`config.mk`:
```
export PLATFORM = sky130hd
export DESIGN_NAME = instr_mem_loader
export DESIGN_NICKNAME = d
export VERILOG_FILES = /design/src/rtl/imem_pkg.sv /design/src/rtl/instr_mem_loader_byte_packer.sv /design/src/rtl/instr_mem_loader.sv
export SDC_FILE = /design/constraint.sdc
export NUM_CORES = 1
export LEC_CHECK = 0
export CAP_MARGIN = 10
export CORE_ASPECT_RATIO = 1.1
export CORE_UTILIZATION = 46
export CTS_CLUSTER_SIZE = 20
export DETAILED_ROUTE_END_ITERATION = 8
export PLACE_DENSITY = 0.87
export SLEW_MARGIN = 5
export SYNTH_ARGS = -nofsm -noshare
export SYNTH_HDL_FRONTEND = slang
export SYNTH_SLANG_ARGS = --single-unit
```
`constraint.sdc`:
```
create_clock -name clk -period 5.68 [get_ports clk]
set_input_delay 1.42 -clock clk [delete_from_list [all_inputs] [get_ports clk]]
set_output_delay 1.42 -clock clk [all_outputs]
set_load 0.05 [all_outputs]
```
`src/rtl/imem_pkg.sv`:
```
// Shared definitions for the instruction memory and its write-side loader.
// Holds the default memory geometry and the loader state encoding.
package imem_pkg;

  localparam int IMEM_DEPTH_WORDS = 256;
  localparam int INSTR_W          = 32;
  localparam int BYTES_PER_WORD   = 4;

  typedef enum logic [1:0] {
    IDLE = 2'd0,
    LOAD = 2'd1,
    DONE = 2'd2
  } loader_state_e;

endpackage

```
`src/rtl/instr_mem_loader_byte_packer.sv`:
```
// Little-endian byte-to-word packer.
// Ports:
//   clk, rst    : clock, synchronous active-high reset
//   clear       : restart assembly at lane 0 (start of a new load)
//   byte_fire   : a stream byte transfers this cycle
//   byte_data   : the byte being transferred
//   lane        : lane the next byte will land in (0..3)
//   word_valid  : one-cycle pulse, the cycle after the lane-3 byte
//   word_data   : last completed word, held until the next one completes
module instr_mem_loader_byte_packer
  import imem_pkg::*;
(
  input  logic               clk,
  input  logic               rst,
  input  logic               clear,
  input  logic               byte_fire,
  input  logic [7:0]         byte_data,
  output logic [1:0]         lane,
  output logic               word_valid,
  output logic [INSTR_W-1:0] word_data
);

  // Only lanes 0..2 need storage; the lane-3 byte goes straight into the word.
  logic [1:0]         lane_q, lane_d;
  logic [23:0]        asm_q, asm_d;
  logic               word_valid_q, word_valid_d;
  logic [INSTR_W-1:0] word_data_q, word_data_d;

  always_comb begin
    lane_d       = lane_q;
    asm_d        = asm_q;
    word_valid_d = 1'b0;
    word_data_d  = word_data_q;
    if (clear) begin
      lane_d = 2'd0;
      asm_d  = '0;
    end else if (byte_fire) begin
      lane_d = lane_q + 2'd1;
      case (lane_q)
        2'd0: asm_d[7:0]   = byte_data;
        2'd1: asm_d[15:8]  = byte_data;
        2'd2: asm_d[23:16] = byte_data;
        default: begin
          word_valid_d = 1'b1;
          word_data_d  = {byte_data, asm_q};
        end
      endcase
    end
  end

  always_ff @(posedge clk) begin
    if (rst) begin
      lane_q       <= 2'd0;
      asm_q        <= '0;
      word_valid_q <= 1'b0;
      word_data_q  <= '0;
    end else begin
      lane_q       <= lane_d;
      asm_q        <= asm_d;
      word_valid_q <= word_valid_d;
      word_data_q  <= word_data_d;
    end
  end

  assign lane       = lane_q;
  assign word_valid = word_valid_q;
  assign word_data  = word_data_q;

endmodule

```
`src/rtl/instr_mem_loader.sv`:
```
// Write-side loader for the instruction memory. Takes a byte stream, packs
// little-endian 32-bit words and writes them at consecutive word addresses.
// Byte handshake: a byte transfers on every rising edge where byte_valid and
// byte_ready are both high; byte_data is ignored otherwise, and byte_ready
// never depends on byte_valid.
// Ports:
//   clk, rst                : clock, synchronous active-high reset
//   start, len_words        : begin a load of len_words words (IDLE only)
//   byte_valid/ready/data   : input byte stream
//   wr_en, wr_addr, wr_data : one-cycle write strobe per word into the memory
//   busy                    : load in progress
//   done                    : one-cycle pulse when the load is complete
//   err                     : sticky, set by a start with len_words > DEPTH_WORDS
//   word_count              : words written in the current load
module instr_mem_loader
  import imem_pkg::*;
#(
  parameter int          DEPTH_WORDS = IMEM_DEPTH_WORDS,
  parameter logic [31:0] BASE_ADDR   = 32'h0000_0000,
  parameter int          CNT_W       = $clog2(DEPTH_WORDS) + 1
) (
  input  logic               clk,
  input  logic               rst,
  input  logic               start,
  input  logic [CNT_W-1:0]   len_words,
  input  logic               byte_valid,
  input  logic [7:0]         byte_data,
  output logic               byte_ready,
  output logic               wr_en,
  output logic [31:0]        wr_addr,
  output logic [INSTR_W-1:0] wr_data,
  output logic               busy,
  output logic               done,
  output logic               err,
  output logic [CNT_W-1:0]   word_count
);

  loader_state_e      state_q, state_d;
  logic [CNT_W-1:0]   len_q, len_d;
  logic [CNT_W-1:0]   word_count_q, word_count_d;
  logic [31:0]        wr_addr_q, wr_addr_d;
  logic               done_q, done_d;
  logic               err_q, err_d;
  logic               all_in_q, all_in_d;   // every byte of the load accepted

  logic               byte_fire;
  logic               lane3_fire;
  logic               packer_clear;
  logic [1:0]         lane;
  logic [CNT_W-1:0]   last_idx;

  assign byte_ready = (state_q == LOAD) && !all_in_q;
  assign byte_fire  = byte_valid && byte_ready;
  assign lane3_fire = byte_fire && (lane == 2'd3);
  assign last_idx   = len_q - CNT_W'(1);

  instr_mem_loader_byte_packer u_packer (
    .clk        (clk),
    .rst        (rst),
    .clear      (packer_clear),
    .byte_fire  (byte_fire),
    .byte_data  (byte_data),
    .lane       (lane),
    .word_valid (wr_en),
    .word_data  (wr_data)
  );

  always_comb begin
    state_d      = state_q;
    len_d        = len_q;
    word_count_d = word_count_q;
    wr_addr_d    = wr_addr_q;
    done_d       = 1'b0;
    err_d        = err_q;
    all_in_d     = all_in_q;
    packer_clear = 1'b0;
    case (state_q)
      IDLE: begin
        if (start) begin
          if (len_words > CNT_W'(DEPTH_WORDS)) begin
            err_d = 1'b1;
          end else begin
            err_d        = 1'b0;
            word_count_d = '0;
            packer_clear = 1'b1;
            if (len_words == '0) begin
              done_d = 1'b1;
            end else begin
              len_d    = len_words;
              all_in_d = 1'b0;
              state_d  = LOAD;
            end
          end
        end
      end
      LOAD: begin
        // word_count already holds this word's index when its last byte
        // arrives: the previous write retired at least three cycles earlier.
        if (lane3_fire) begin
          wr_addr_d = BASE_ADDR + (32'(word_count_q) << 2);
          if (word_count_q == last_idx) all_in_d = 1'b1;
        end
        if (wr_en) begin
          word_count_d = word_count_q + CNT_W'(1);
          if (word_count_q == last_idx) begin
            state_d = DONE;
            done_d  = 1'b1;
          end
        end
      end
      DONE:    state_d = IDLE;
      default: state_d = IDLE;
    endcase
  end

  always_ff @(posedge clk) begin
    if (rst) begin
      state_q      <= IDLE;
      len_q        <= '0;
      word_count_q <= '0;
      wr_addr_q    <= BASE_ADDR;
      done_q       <= 1'b0;
      err_q        <= 1'b0;
      all_in_q     <= 1'b0;
    end else begin
      state_q      <= state_d;
      len_q        <= len_d;
      word_count_q <= word_count_d;
      wr_addr_q    <= wr_addr_d;
      done_q       <= done_d;
      err_q        <= err_d;
      all_in_q     <= all_in_d;
    end
  end

  assign wr_addr    = wr_addr_q;
  assign busy       = (state_q == LOAD);
  assign done       = done_q;
  assign err        = err_q;
  assign word_count = word_count_q;

endmodule

```
# After elaboration in Yosys (flattened, before gate mapping)
# Cells that the tools add are included.
# totals
register_bits	91
inputBits	21
# op_classes
addsub	3
n_lt_le_gt_ge	1
eq_ne	11
mux	27
bitwise	5
n_reduce_logical	21
# op_table
operator	n
$mux 9	3
$pmux 9 s2	1
$mux 1	15
$mux 2	5
$reduce_and 2->1	5
$add 9x1->9 const B	1
$eq 9x9->1	1
$gt 9x9->1 const B	1
$logic_not 9->1	1
$sub 9x1->9 const B	1
$reduce_and 4->1	2
$ne 2x1->1 const B	3
$ne 2x2->1 const B	3
$reduce_and 6->1	1
$reduce_or 3->1	2
$not 1->1	5
$reduce_and 5->1	1
$eq 2x1->1 const B	2
$eq 2x2->1 const B	2
$logic_not 2->1	2
$pmux 1 s2	2
$pmux 2 s2	1
$logic_and 1x1->1	3
$reduce_and 3->1	1
other kinds (4)	4

# Longest topological paths before layout
# Gate-level depths: netlist of the first run.
# depth
ltp_word	6
depth_mapped	8
mapped_depth_nobuf	8

# By module
# Synthesis of the first run repeated with hierarchy kept, for this count alone.
# hier_totals
cells_unflattened	495
area_unflattened_um2	4488.1
# modules_own_cells
mod	instances	cells_per_inst	area_per_inst_um2
instr_mem_loader_byte_packer	1	267	2632.5
instr_mem_loader	1	228	1855.5

# Worst setup path before layout of the first run
# OpenSTA, ideal clock, no wires.
# synth_timing
kind	input to register
from	input port len_words[0]
to	register word_count_q[5] (netlist: word_count[5])
arrival_time_ps	3053
required_ps	5552
setup_slack_ps	2500
cell_stages	8
path_buffers	0
cell_sequence	nor4_1 nand2_1 ha_1 or3b_1 a211oi_1 and3_1 xnor2_1 nor2_1
# synth_via
elab_chain_len	3
# synth_lines
item	line_no	source
start, declared	instr_mem_loader.sv:25	input logic [CNT_W-1:0] len_words,
$gt 9x9->1	instr_mem_loader.sv:80	if (len_words > CNT_W'(DEPTH_WORDS)) begin
$ne 2x2->1 (no line)	n/a	
$reduce_and 4->1 (no line)	n/a	
end signal, assigned	instr_mem_loader.sv:128	word_count_q <= word_count_d;
end, declared	instr_mem_loader.sv:40	logic [CNT_W-1:0] word_count_q, word_count_d;
# No other way between the ends.
# A chain may end at the register's enable or synchronous reset.

# Worst setup path after layout of the first run
# layout_timing
from	input port len_words[0]
to	register word_count_q[4] (netlist: word_count[4])
# The elaborated chain is that of the path after synthesis.

==> results of run 1 <==
Yosys cell counts, types with 2 or more instances:
| cell | number | share of area (%) |
|---|---|---|
| nand2_1 | 136 | 13 |
| xor2_1 | 7 | 1.6 |
| a21oi_1 | 78 | 9.9 |
| clkbuf_1 | 20 | 1.9 |
| mux2i_1 | 2 | 0.51 |
| buf_2 | 7 | 0.89 |
| or3b_1 | 3 | 0.67 |
| buf_4 | 23 | 4.4 |
| nand2b_1 | 3 | 0.48 |
| or4_1 | 2 | 0.38 |
| nand3_1 | 28 | 3.6 |
| or3_1 | 3 | 0.48 |
| and3_1 | 4 | 0.64 |
| nor4_1 | 2 | 0.32 |
| ha_1 | 8 | 2.6 |
| xnor2_1 | 10 | 2.2 |
| and2_1 | 2 | 0.32 |
| nor2_1 | 18 | 1.7 |
| inv_1 | 7 | 0.67 |
| or3b_2 | 2 | 0.45 |
| dfxtp_1 | 91 | 46 |
| a211oi_1 | 2 | 0.38 |
| nand3b_1 | 3 | 0.57 |
| nand4_1 | 4 | 0.64 |
worst paths after layout:
check	to	cells past startpoint
max	word_count[4]	9
min	wr_addr[8]	2
max reg2reg	u_packer.word_data[13]	7
min reg2reg	wr_addr[8]	2
state kept, by name (all words and copies together) (netlist names):
register             count
u_packer.asm_q          24
state_q                  2
wr_addr                  9
u_packer.word_valid      1
u_packer.word_data      32
len_q                    9
err                      1
done                     1
all_in_q                 1
u_packer.lane            2
word_count               9
cell usage in the layout, fill, tap and decap left out, drive strengths merged, types with 3 or more instances in the layout:
| cell | n |
|---|---|
| xnor2 | 10 |
| nand4 | 4 |
| clkdlybuf4s50 | 74 |
| nand2b | 3 |
| nor2 | 18 |
| conb | 23 |
| or3b | 5 |
| or3 | 3 |
| inv | 10 |
| and3 | 4 |
| xor2 | 7 |
| ha | 8 |
| buf | 6 |
| nand3 | 28 |
| nand2 | 136 |
| clkbuf | 9 |
| a211oi | 3 |
| dfxtp | 91 |
| a21oi | 78 |
| nand3b | 3 |
| clkinv | 3 |
| or4 | 3 |
through the flow:
step / utilization [%] / hold slack [ns] / area [sq um] / cells
final: 60.31 / 0.4579 / 4875 / 663
after global routing: 60.31 / 0.4808 / 4875 / 663
after CTS: 60.12 / 0.4596 / 4860 / 662
after detailed placement: 57.45 / 0.4463 / 4643 / 646
after global placement: 57.45 / 0.4424 / 4643 / 646
after floorplan: - / 0.4322 / 4006 / 509
worst max-delay path, stage by stage:
cell,delay [ns]
clkdlybuf4s50_1,0.43
nor4_1,0.30
nand2_1,0.11
ha_1,0.23
or3b_1,0.37
a21oi_1,0.46
nand4_1,0.23
xor2_1,0.21
nor2_1,0.06
cells by family after synthesis:
kind of cell	share of synthesized area, %
AOI/OAI and AO/OA	12.98
xor gates and xnor gates	4.369
adders and majority gates	2.551
buffers and inverters	7.876
DFF	46.43
muxes	0.5102
other	0.09557
and+or+nand+nor	25.19
routing by layer:
layer	GRT usage (%)	vias to the layer above	wire length [microns]
met2	36.99	129	4543
met3	3.781	19	563
met1	26.66	1604	3953
li1	-	1706	-
met4	10.79	0	204
met5	0	-	0
power groups by stage:
| stage | clock (mW) | combinational (mW) | sequential [mW] |
|---|---|---|---|
| 2_1_floorplan | 0 | 0.102 | 0.666 |
| 3_5_place_dp | 0 | 0.126 | 0.666 |
| 3_3_place_gp | 0 | 0.122 | 0.665 |
| 5_1_grt | 0.500 | 0.138 | 0.652 |
| 6_report | 0.464 | 0.129 | 0.651 |
| 4_1_cts | 0.470 | 0.126 | 0.651 |
final cells by class:
class	count	area [sq um]	area share, %
clock inverters	7	92.59	1.899
well taps	108	135.1	2.772
inverters	7	26.28	0.5390
repair buffers	80	790.8	16.22
clock buffers	9	123.9	2.541
multi-input cells	361	1884	38.66
flip-flops and latches	91	1822	37.37
==> impl_metrics.env, run 1 <==
export IMPL_cp_arrival_ns=3.83
export IMPL_die_x_microns=90.06
export IMPL_cts_sinks=91
export IMPL_hold_violations=0
export IMPL_netlist_area_sq_um=3924
export IMPL_wl_per_cell_microns=13.97
export IMPL_port_buffers=75
export IMPL_tritoncts="yes"
export IMPL_p_clk_share_pct=37.3
export IMPL_vias=3458
export IMPL_worstSetupEndpointType="register"
export IMPL_grt_max_degree=60
export IMPL_finalPower_mw=1.243
export IMPL_layout_drive_gt1_share_pct=5.766
export IMPL_grt_pass1_wl_microns=15610
export IMPL_diodes=0
export IMPL_clk_pin_slew_worst_paths_ns=0.09
export IMPL_ant_nets=0
export IMPL_worstMarginPinSlew_ns=1.018
export IMPL_ys_types=46
export IMPL_syn_area_per_cell_sq_um=8.057
export IMPL_cts_root_buf="clkbuf_8"
export IMPL_outcome="finished, final reports clean"
export IMPL_fin_tns_setup_ns=0
export IMPL_setup_viol_count_final=0
export IMPL_hold_path_class="reg -> reg"
export IMPL_fin_nets=579
export IMPL_cts_setup_buffers=0
export IMPL_start_util_pct=48.54
export IMPL_min_period_ns=3.568
export IMPL_yosys_warnings=0
export IMPL_critPathKind="in -> reg"
export IMPL_p_seq_share_pct=52.3
export IMPL_finClkSkew_ns=0.01805
export IMPL_synth_edf_count=0
export IMPL_via_per_inst=5.216
export IMPL_first_pass_iters=5
export IMPL_die_area_sq_um=8904
export IMPL_filler_cell_count=712
export IMPL_wirelength_microns=9265
export IMPL_yosysSeqAreaShare_pct=46.43
export IMPL_pwr_share_comb_pct=10.3
export IMPL_ys_ff_latch=91
export IMPL_holdCritStartpoint="wr_addr[8]"
export IMPL_route_detailed_drc=0
export IMPL_netlist_instances=487
export IMPL_cts_resized=0
export IMPL_min_period_over_period_pct=62.81
export IMPL_dpl_worst_slack_ns=1.789
export IMPL_drt_iter0_drc=199
export IMPL_maxCapViolCount=0
export IMPL_rows=34
export IMPL_slew_headroom_pct=32.16
export IMPL_hold_buffers=0
export IMPL_fp_coreArea_sq_um=8083
export IMPL_die_h_microns=98.87
export IMPL_r2r_start="state_q[1]"
export IMPL_worstSkewPairLatency_ns=0.37
export IMPL_rrSetupSlack_ns=3.31
export IMPL_critPathLaunchType="primary input"
export IMPL_setup_slack_ns=2.112
export IMPL_power_density_nw_per_um2=255.0
export IMPL_intPower_uw=898.0
export IMPL_gp_congestion=0.8344
export IMPL_grt_remaining_overflow=0
export IMPL_io_pins=99
export IMPL_rsz0062_at_grt="no"
export IMPL_ir_worst_vdd_uv=138.0
export IMPL_grt_usage_pct=21.76
export IMPL_fmax_mhz=280.3
export IMPL_worst_path_max_fanout=7
export IMPL_clk_path_buf_depth=2
export IMPL_antenna_found_initial=0
export IMPL_htreeDepth=3
export IMPL_power_switching_uw=345.1
export IMPL_area_growth_pct=24.23
export IMPL_synthFlopType="dfxtp_1"
export IMPL_crit_start="len_words[0]"
export IMPL_cellLeakagePower_nw=1.700
export IMPL_cts_buffers=9
export IMPL_cp_required_ns=5.94
export IMPL_switching_share_pct=27.76
export IMPL_async_flop_share_pct=0
export IMPL_grt_pass1_vias=3333
export IMPL_dpl_hpwl_microns=6613
export IMPL_finalMaxSlewViolations=0
Power figures use the tool's default switching activity.
==> run 2: changes to the inputs <==
Clock period 5.68 ns to 3.6 ns, I/O delays scaled along.
==> run 2 against run 1 <==
  * Largest power group unchanged
  * Worst setup slack lost 1.5 ns
  * Die area unchanged
  * Highest routed layer unchanged
  * Utilization up 0.28 points
  * Combinational power rose by 56%
  * Clock power increased by 64%
  * Critical path depth is the same
  * Clock-buffer cell count rose by 1
  * Final cell count grew 0.45%
==> impl_metrics.env, run 2 (synthesis gave the netlist of run 1 again) <==
export IMPL_p_clk_share_pct=38.2
export IMPL_finalPower_mw=1.986
export IMPL_finalMaxSlewViolations=0
export IMPL_cellLeakagePower_nw=1.712
export IMPL_worstSkewPairLatency_ns=0.35
export IMPL_cts_root_buf="clkbuf_8"
export IMPL_setup_viol_count_final=0
export IMPL_wirelength_microns=8956
export IMPL_hold_violations=0
export IMPL_power_density_nw_per_um2=405.5
export IMPL_fin_cells=666
export IMPL_area_growth_pct=24.81
export IMPL_placed_cell_area_sq_um=4673
export IMPL_holdPathStages=2
export IMPL_diodes=0
export IMPL_grt_pass1_wl_microns=15020
export IMPL_grt_max_degree=51
export IMPL_p_seq_share_pct=51.7
export IMPL_layout_drive_gt1_share_pct=6.093
export IMPL_critPathLaunchType="primary input"
export IMPL_fin_nets=582
export IMPL_via_per_inst=5.194
export IMPL_cp_required_ns=3.83
export IMPL_power_switching_uw=509.2
export IMPL_cts_buffers=9
export IMPL_io_pins=99
export IMPL_post_place_cells=650
export IMPL_pwr_share_comb_pct=10.1
export IMPL_cts_resized=0
export IMPL_worst_path_max_fanout=7
export IMPL_antenna_found_initial=0
export IMPL_wl_per_cell_microns=13.45
export IMPL_htreeDepth=3
export IMPL_die_x_microns=90.06
export IMPL_min_period_over_period_pct=83.31
export IMPL_min_period_ns=2.999
export IMPL_largest_reg_flops=32
export IMPL_maxCapViolCount=0
export IMPL_holdPathEnd="wr_addr[9]"
export IMPL_outcome="finished, final reports clean"
export IMPL_r2r_start="len_q[0]"
export IMPL_setup_slack_ns=0.6008
export IMPL_hold_buffers=0
export IMPL_intPower_mw=1.477
export IMPL_critPathKind="in -> reg"
export IMPL_fin_area_sq_um=4897
export IMPL_rrSetupSlack_ns=1.45
export IMPL_first_pass_iters=7
export IMPL_cts_setup_buffers=0
export IMPL_dpl_hpwl_microns=6509
export IMPL_grt_usage_pct=20.69
export IMPL_fin_tns_setup_ns=0
export IMPL_switching_share_pct=25.64
export IMPL_cts_sinks=91
export IMPL_gp_congestion=0.8653
export IMPL_rr_worst_depth=7
export IMPL_fp_coreArea_sq_um=8083
export IMPL_layout_commonest_cell="nand2_1"
export IMPL_start_util_pct=48.54
export IMPL_vias=3459
export IMPL_ant_nets=0
export IMPL_ir_worst_vdd_uv=272.3
export IMPL_fin_util_pct=60.59
export IMPL_worstMarginPinSlew_ns=0.7024
export IMPL_die_area_sq_um=8904
export IMPL_port_buffers=75
export IMPL_r2r_end="state_q[1]"
export IMPL_slew_headroom_pct=52.97
export IMPL_drt_iter0_drc=218
export IMPL_rows=34
export IMPL_grt_remaining_overflow=0
export IMPL_fmax_mhz=333.4
export IMPL_die_h_microns=98.87
export IMPL_finClkSkew_ns=0.01351
export IMPL_holdCritStartpoint="wr_addr[9]"
export IMPL_cp_arrival_ns=3.23
export IMPL_whs_ns=0.4585
export IMPL_rsz0062_at_grt="no"
export IMPL_clk_path_buf_depth=2
export IMPL_worstSetupEndpointType="register"
export IMPL_route_detailed_drc=0
export IMPL_grt_pass1_vias=3314
export IMPL_hold_path_class="reg -> reg"
export IMPL_final_cell_mix="nand2_1, dfxtp_1, a21oi_1"
export IMPL_dpl_worst_slack_ns=0.2556
export IMPL_tritoncts="yes"
export IMPL_clk_pin_slew_worst_paths_ns=0.08
export IMPL_crit_start="len_words[4]"
## run 2: power groups by stage
stage	Sequential, mW	Combinational (mW)	Clock (mW)
5_1_grt	1.03	0.218	0.819
2_1_floorplan	1.05	0.161	0
3_3_place_gp	1.05	0.194	0
3_5_place_dp	1.05	0.199	0
4_1_cts	1.03	0.199	0.772
6_report	1.03	0.201	0.759
## run 2: worst max-delay path by stage
stage and to:
6_report word_count[8], 5_1_grt word_count[8], 4_1_cts word_count[8], 3_5_place_dp word_count[8], 3_3_place_gp word_count[4], 2_1_floorplan word_count[5]
## run 2: worst max-delay path, stage by stage
cell             delay, ns
clkdlybuf4s50_1       0.43
nor4_1                0.29
nand2_1               0.11
ha_1                  0.22
or3b_1                0.37
a21oi_1               0.46
nand4_1               0.21
xor2_1                0.18
nor2_1                0.05
## run 2: cell type report
cell class                 instances  area, sq um
clock inverter                     6        96.34
tap                              108        135.1
timing repair buffer              83        805.8
multi-input combinational        361         1884
sequential                        91         1822
fill                             688         3186
inverter                           7        26.28
clock buffer                      10        127.6
## run 2: per-layer routing
metal  wire length, microns  vias up  track usage, %  share of wire (%)
met4                    142        0           11.04                1.6
met1                   3922     1619           26.20                 44
met2                   4355      116           33.41                 49
li1                       -     1710               -                  -
met3                    536       14           4.090                6.0
met5                      0        -               0                  0
==> variant (settings of run 2) <==
`word_data_q` no longer has a reset.
--- a/src/rtl/instr_mem_loader_byte_packer.sv
+++ b/src/rtl/instr_mem_loader_byte_packer.sv
@@ -54,11 +54,13 @@
       asm_q        <= '0;
       word_valid_q <= 1'b0;
-      word_data_q  <= '0;
     end else begin
       lane_q       <= lane_d;
       asm_q        <= asm_d;
       word_valid_q <= word_valid_d;
-      word_data_q  <= word_data_d;
     end
+  end
+
+  always_ff @(posedge clk) begin
+    word_data_q <= word_data_d;
   end
 
Function: differs if rst is asserted again (counterexample within 10 cycles, from zero or initial values and one cycle with rst high); with rst held inactive, the same outputs for 10 cycles.
==> variant against run 2 <==
Routed wire length decreased by 9.4%. Area after synthesis is 3.5% lower. Die area decreased by 3.5%. Sequential cell count is the same. Register-to-register slack lost 0.12 ns. Final area shrank 2.6%. Count of clock-buffer cells in the layout rose by 1. Power rose by 1.9%. Clock skew fell by 0.0044 ns. Largest power group unchanged. Setup slack better by 0.12 ns. Via count decreased by 18%. Hold slack worse by 0.023 ns.
==> variant: results (changes against run 2) <==
Via density -> 5.04 (-2.9%)
Critical path peak fanout -> 10 (+3)
Met2 Usage GRT -> 35.7% (+2.3 points)
Vias in the first global route -> 2,741 (-17%)
Met1 Use GR -> 22.5% (-3.7 points)
Final std cells w/o fill -> 565 (-15%)
Synth Area in Compound Gates -> 9.59% (-3.4 points)
Nets@finish -> 481 (-17%)
Gate Count Post-Synth -> 381 (-22%)
Synth unique cells -> 40 (-13%)
First-pass GRT wire length -> 13,100 um (-13%)
First DRT Iteration DRCs -> 99 (-55%)
Placed Area -> 4560 um2 (-2.5%)
R2r setup slk -> 1.33 ns (-0.12 ns)
Crit path launch -> len_words[5]
Worst-Margin Slew -> 0.710 ns (+0.00797 ns)
DPL Wire Length -> 5960 um (-8.4%)
Met3 Usage GRT -> 4.50% (+0.41 points)
Ys Warns -> 0 (unchanged)
Clock power share -> 37.0% (-1.2 points)
Mux contribution to synthesized area -> 0.264% (-0.25 points)
First-pass DRT Iterations -> 5 (-2)
Placed cell count -> 549 (-16%)
DR WL/cell -> 14.4 um (+6.8%)
Sequential power -> 1.08 mW (+5%)
Met2 WL post-DR -> 4270 um (-2.0%)
Reg power frac -> 53.2% (+1.5 points)
Worst Hold End -> u_packer.word_data[13]
Routability Congestion -> 0.874 (+1.0%)
Sw Pwr -> 0.500 mW (-1.8%)
Final Skew -> 0.00911 ns (-0.00440 ns)
Critical R2R Launch -> len_q[2]
Minimum clock period -> 2.88 ns (-0.118 ns)
Worst setup endpoint -> word_count[3]
Register area share after synthesis -> 56.6% (+10 points)
Share of post-route cells with drive strength above 1 -> 6.35% (+0.25 points)
Largest cells by area after synthesis -> dfxtp_1 31%, edfxtp_1 25%, a21oi_1 6.5%
Wire length on met1 -> 3120 um (-20%)
Top sig layer -> met4
R2R Path End -> state_q[0]
Status -> complete, no violations
Data arrival time of the critical path -> 3.10 ns (-0.13 ns)
Xor and xnor area share after synthesis -> 4.63% (+0.26 points)
Reg2reg path depth -> 5 (-2)
Worst hold path depth -> 0 (-2)
Top post-synthesis cells by count -> 63 x nand2_1, 59 x dfxtp_1, 49 x a21oi_1, 34 x nand3_1, 32 x edfxtp_1
Adder-Cell Fraction of Synth Area -> 2.64% (+0.094 points)
Max IR drop VDD -> 229 uV (-16%)
variant: cell types whose count changed after synthesis, moves of 3 or more:
| cell | before | now |
|---|---|---|
| nor3_1 | 0 | 5 |
| xnor2_1 | 10 | 7 |
| dfxtp_1 | 91 | 59 |
| a21oi_1 | 78 | 49 |
| nand3_1 | 28 | 34 |
| nand2_1 | 136 | 63 |
| buf_2 | 7 | 0 |
| xor2_1 | 7 | 10 |
| edfxtp_1 | 0 | 32 |
variant: final cells by class:
class                   instances  area [um2]
clock buffers                  11         131
inverters                       9        33.8
multi-input cells             260        1450
fillers                       689        3180
repair buffers                 81         796
well taps                     108         135
flip-flops and latches         91        2140
clock inverters                 5        85.1
variant: critical path, cell delays in order:
cell and delay [ns]:
clkdlybuf4s50_1 0.43, nor4_1 0.28, nand2_1 0.11, ha_1 0.22, or3b_2 0.46, a21oi_1 0.15, buf_4 0.18, and3_1 0.18
xnor2_1 0.13, nor2_1 0.06
